## config.mk

```make
export PLATFORM = sky130hd
export DESIGN_NAME = multicycle_seq
export DESIGN_NICKNAME = d
export VERILOG_FILES = /design/src/rtl/multicycle_seq.sv
export SDC_FILE = /design/constraint.sdc
export NUM_CORES = 1
export LEC_CHECK = 0
export BUFFER_PORTS_ARGS = -buffer_cell sky130_fd_sc_hd__buf_4
export CELL_PAD_IN_SITES_DETAIL_PLACEMENT = 2
export CELL_PAD_IN_SITES_GLOBAL_PLACEMENT = 2
export CORE_MARGIN = 2
export CORE_UTILIZATION = 28
export CTS_CLUSTER_SIZE = 20
export DETAILED_ROUTE_END_ITERATION = 12
export PLACE_DENSITY = 0.78
export REMOVE_ABC_BUFFERS = 1
export SLEW_MARGIN = 20
export SYNTH_ARGS = -nofsm -noshare
export SYNTH_HDL_FRONTEND = slang
export SYNTH_SLANG_ARGS = --single-unit
```

## constraint.sdc

```tcl
create_clock -name clk -period 2.1 [get_ports clk]
set_clock_uncertainty 0.05 [all_clocks]
set_input_delay 0.21 -clock clk [delete_from_list [all_inputs] [get_ports clk]]
set_output_delay 0.21 -clock clk [all_outputs]
set_load 0.005 [all_outputs]
```

## src/rtl/multicycle_seq.sv

```systemverilog
// multicycle_seq: FETCH/DECODE/EXEC/MEM/WB sequencer for the WISC-SP13 datapath
module multicycle_seq #(
    parameter logic [7:0] TIMEOUT = 8'd64,
    parameter int         CNT_W   = 16
) (
    input  logic             clk,
    input  logic             rst,
    input  logic             start,
    input  logic             ctl_regwrite,
    input  logic             ctl_memread,
    input  logic             ctl_memwrite,
    input  logic             ctl_halt,
    input  logic             imem_ready,
    input  logic             dmem_ready,
    output logic             imem_req,
    output logic             dmem_req,
    output logic             dmem_wr,
    output logic             ir_write,
    output logic             rf_write,
    output logic             pc_write,
    output logic             halted,
    output logic             err,
    output logic [2:0]       state,
    output logic [CNT_W-1:0] instr_count
);
    typedef enum logic [2:0] {IDLE, FETCH, DECODE, EXEC, MEM, WB, HALTED, ERR} state_t;
    state_t     cur, nxt;
    logic [7:0] wcnt;
    logic       waiting, expired;
    assign waiting = (cur == FETCH && !imem_ready) || (cur == MEM && !dmem_ready);
    assign expired = waiting && TIMEOUT != 8'd0 && wcnt == TIMEOUT;
    assign state   = cur;
    assign halted  = cur == HALTED;
    assign err     = cur == ERR;
    // state, wait counter and retire counter; reset aborts any instruction in flight
    always_ff @(posedge clk or negedge rst) begin
        if (!rst) begin
            cur         <= IDLE;
            wcnt        <= 8'd0;
            instr_count <= '0;
        end else begin
            cur         <= nxt;
            wcnt        <= waiting ? wcnt + 8'd1 : 8'd0;
            instr_count <= instr_count + CNT_W'(pc_write);
        end
    end
    // next state and Mealy enables for the current step of the instruction
    always_comb begin
        nxt      = cur;
        imem_req = 1'b0;
        dmem_req = 1'b0;
        dmem_wr  = 1'b0;
        ir_write = 1'b0;
        rf_write = 1'b0;
        pc_write = 1'b0;
        case (cur)
            IDLE:   nxt = start ? FETCH : IDLE;
            FETCH: begin
                imem_req = 1'b1;
                ir_write = imem_ready;
                nxt      = imem_ready ? DECODE : expired ? ERR : FETCH;
            end
            DECODE: nxt = ctl_halt ? HALTED : EXEC;
            EXEC: begin
                pc_write = !ctl_memread && !ctl_memwrite && !ctl_regwrite;
                nxt      = (ctl_memread && ctl_memwrite) ? ERR :
                           (ctl_memread || ctl_memwrite) ? MEM :
                           ctl_regwrite ? WB : FETCH;
            end
            MEM: begin
                dmem_req = 1'b1;
                dmem_wr  = ctl_memwrite;
                pc_write = dmem_ready && !ctl_memread;
                nxt      = dmem_ready ? (ctl_memread ? WB : FETCH) : expired ? ERR : MEM;
            end
            WB: begin
                rf_write = 1'b1;
                pc_write = 1'b1;
                nxt      = FETCH;
            end
            default: nxt = cur;
        endcase
    end
endmodule

```

Word level (Yosys, flattened, before mapping)
Cells that the tools add are included.

cells by class
  equality and inequality tests = 8
  muxes and demuxes = 18
  add/subtract/negate cells = 2
  reductions and logical operators = 16

operators with widths
  operator                                                               count
  3-bit 2-to-1 mux                                                       8
  3-bit case mux with 6 select lines                                     1
  16-bit by 1-bit adder with 16-bit output                               1
  3-bit equality test, second input constant                             4
  8-bit by 1-bit adder with 8-bit output, second input constant          1
  8-bit by 7-bit equality test with 1-bit output, second input constant  1
  8-bit 2-to-1 mux                                                       1
  1-bit logical AND                                                      7
  3-bit by 2-bit equality test with 1-bit output, second input constant  2
  1-bit 2-to-1 mux                                                       6
  6-bit nonzero test                                                     1
  1-bit zero test                                                        5
  3-bit by 1-bit equality test with 1-bit output, second input constant  1
  3-bit zero test                                                        1
  1-bit case mux with 3 select lines                                     1
  1-bit logical OR                                                       2
  2-bit 2-to-1 mux                                                       1

storage, ports and cells
  output and inout bits = 27
  word-level logic and storage cells = 47
  flip-flop bits (word level) = 27
  bits of input ports = 9

Longest topological paths before layout
  depth after elaboration = 7
  gate-level depth with buffers = 11
  mapped depth without buffers = 11

Least setup slack after synthesis
OpenSTA, ideal clock, no wires.

  path kind = flip-flop to flip-flop
  from = reg cur[0] (netlist: state[0])
  to = reg instr_count[13]
  period minus slack after synthesis = 2251 ps
  required time = 1971 ps
  arrival time = 2121 ps
  setup time = 79 ps
  buffers on the path = 1
  path slack = -151 ps
  cell stages (with the launch flop) = 9
  cell sequence = dfrtp_1 clkbuf_1 o21ai_0 o21ai_0 ha_1 nand3_2 or4_4 nor2_1 xor2_1

on the way
  word-level cells in the longest chain between the ends = 3
  elaborated cells on any way between the ends = 5
  classes of those cells = 1 x add/sub; 3 x eq/ne; 1 x mux

RTL lines
  element                                                                                line  RTL
  from (decl)                                                                            27    state_t cur, nxt;
  from (signal assigned)                                                                 42    cur <= nxt;
  3-bit equality test or 3-bit by 2-bit equality test with 1-bit output (tied branches)  56    case (cur)
  1-bit case mux with 3 select lines *                                                   56
  via pc_write                                                                           20    output logic pc_write,
  16-bit by 1-bit adder with 16-bit output *                                             44    instr_count <= instr_count + CNT_W'(pc_write);
  to (signal assigned)                                                                   44
  to (decl)                                                                              24    output logic [CNT_W-1:0] instr_count

The timed path passes the listed nets; every way through them passes the cells marked *.
A chain may end at the register's enable or synchronous reset.

Worst setup path in the final report
  from = reg cur[2] (netlist: state[2])
  to = reg instr_count[13]

on the way
  word-level cells in the longest chain between the ends = 3
  elaborated cells on any way between the ends = 5
  classes of those cells = 1 x add/sub; 3 x eq/ne; 1 x mux

RTL lines
  element                                                                                line
  3-bit equality test or 3-bit by 2-bit equality test with 1-bit output (tied branches)  56
  1-bit case mux with 3 select lines *                                                   56
  16-bit by 1-bit adder with 16-bit output *                                             44

Mark *: on every way between the ends. The rest lies on a longest branch, timed or not.

==> metrics.csv <==
metric,value,unit
fin_area,1830,um^2
nNetsFinal,198,
synth.top_cell.area_share,0.496,
whs,0.219,ns
fillers,520,
status,finished clean,
cpLargestDelayFamily,simple AND/OR/NAND/NOR gates,
rr_endpoint,instr_count[13],
gp_congestion,0.754,
setup_tns,0,ns
syn_to_final_growth,34.0,%
setup_slack,0.126,ns
start_util,0.288,
r2r_cells,7,
synth-edff-count,0,
grt_pass1_vias,1296,
hold_viol_final,0,
drv_slew,0,
slew_headroom,0.752,
grt_pass1_wl,6340,um
drt-initial-drc-count,40,
die_h,73.8,um
fin_crit_sh,0.940,
preCtsSetupSlack,-0.135,ns
worstMarginPinSlew,0.362,ns
rrSetupSlack,0.13,ns
cts_root_buf,clkbuf_8,
clk_latency,0.28,ns
grt_max_degree,28,
required,2.25,ns
crit_type,flop to flop,
async_flop_share,1.00,
crit_chain,nand4b_1 -> o21ai_1 -> ha_1 -> nand3_2 -> or4_4 -> nor2_1 -> xor2_1,
drt-pass1-iter-count,4,
max_freq,507,MHz
grt_overflow,0,
layout-drive-gt1-share,0.286,
r2r_start,state[2],
cp-startpoint,state[2],
vdd_drop_max,0.000294,V
min_period,1.97,ns
clkTransAtPathRegs,0.09,ns
yosys.cell_types.count,30,
synth-main-ff-cell,dfrtp_1,
port_buffers,35,
core,4720,um^2
setup_viol_count_final,0,
path_max_fanout,3,
dp_cells,243,
wl,3740,um
wl_per_cell,15.0,um
clk_path_buf_depth,2,
synthTopCellsByCount,"dfrtp_1, nor2_1, xor2_1",
cts_tree,yes,
critical_path_depth,7,
grt_antenna_before_repair,0,
drc_errors,0,
endpoint,instr_count[13],
ys_ff_latch,27,
ys_seq_area_frac,0.496,
dp.final_hpwl,2940,um
grt_usage,0.148,
row_count,25,
h-tree-depth,1,
slowest_stage,or4_4,
total_leakage_power,0.904,nW
final_antenna_net_count,0,
die_area,5440,um^2
placed_cell_area,1760,um^2
avgSynthCellArea,10.0,um^2
cts.sink_count,27,
via_count,1171,
synthTopCellsByArea,"dfrtp_1, xor2_1, xnor2_1",
cp-start-kind,flop,
worst_setup_path_end_kind,flop,
power.density,956,nW/um^2
synth_cells,136,
maxCapViolations,0,
hp-class,primary input to flop,
yosysWarnings,0,
netlist_area,1360,um^2
n_antenna_cell,0,
stdcell_count,249,
io_pins,36,
cp_data_arrival_time,2.13,ns
numCtsBuffers,3,
die_x,73.8,um
vias_per_cell,4.70,
slowest_delay,0.55,ns
synth_top_area_cell,dfrtp_1,
yosysMostFrequentCell,dfrtp_1,
cp_num_buf_inv,0,
## worst reg2reg max path: stages, from the launching register on
cell and delay (ns):
dfrtp_1 0.40, nand4b_1 0.17, o21ai_1 0.13, ha_1 0.21, nand3_2 0.08, or4_4 0.55, nor2_1 0.14, xor2_1 0.16
## cell type report
cell class              count  area (um^2)  area share
clock buffers               4         45.0      0.0247
multi-input cells         100          658       0.361
flip-flops and latches     27          676       0.370
inverters                   6         22.5      0.0123
repair buffers             45          340       0.186
well taps                  67         83.8      0.0459
## cells in the final DEF, fill, tap and decap left out, types with 2 or more instances in the layout
cell type / synthesis / final
ha_1: 6 / 6
nand2b_1: 2 / 2
xor2_1: 11 / 11
clkbuf_8: 0 / 3
xnor2_1: 9 / 9
dfrtp_1: 27 / 27
and3_1: 6 / 6
inv_1: 6 / 6
nand4_1: 2 / 2
o21ai_0: 4 / 3
nor2b_1: 2 / 2
nor3_1: 4 / 3
buf_4: 0 / 44
a21oi_1: 3 / 3
nor2_1: 18 / 18
and2_1: 2 / 2
nand3_1: 7 / 7
nand2_1: 9 / 9
o22ai_1: 3 / 3
## worst min-delay path by stage
stage / start / to / slack (ns) / cells past startpoint
floorplan: rst / instr_count[0] / -0.14 / 0
global placement: rst / instr_count[5] / 0.09 / 1
detailed placement: rst / instr_count[5] / 0.1 / 1
CTS: dmem_ready / state[0] / 0.22 / 3
global route: imem_ready / wcnt[1] / 0.27 / 3
finish: dmem_ready / state[0] / 0.22 / 3
## metrics by stage
stage               total power, W  utilization
CTS                        0.00176        0.384
global route               0.00189        0.386
detailed placement         0.00145        0.372
global placement           0.00139        0.372
finish                     0.00174        0.386
floorplan                  0.00102            -
## state kept, by name, indices dropped and copies added (netlist names)
name         cells
instr_count     16
state            3
wcnt             8
## report_power, final
part           internal, W  total [W]  switching, W  leakage (nW)
clock network     0.000136   0.000301      0.000165        0.0228
logic             0.000364   0.000737      0.000373         0.525
registers         0.000610   0.000706     0.0000967         0.356
total              0.00111    0.00174      0.000634         0.904
## kinds of logic (layout without fill, tap and decap cells)
group                    count (synthesis)  after routing  share of synthesized area
AND/OR/NAND/NOR                         60             60                      0.229
flip-flops                              27             27                      0.496
XOR/XNOR                                20             20                      0.129
AO/OA/AOI/OAI                           13             13                     0.0588
buffers and inverters                    9             55                     0.0248
adder cells (fa/ha/maj)                  6              6                     0.0551
multiplexers                             1              1                    0.00826
## per-layer routing
layer,GRT usage,routed length (um),vias up
met5,0,0,-
li1,-,-,551
met2,0.252,1820,39
met1,0.193,1710,579
met3,0.0233,176,2
met4,0.0424,27,0
## what timing repair did
item | CTS | global route
setup endpoints to repair | 0 | 5
resized for setup | 0 | 2
hold endpoints to repair | 27 | 0
hold buffers | 1 | 0
buffers inserted | 0 | 1
Power figures use the tool's default switching activity.
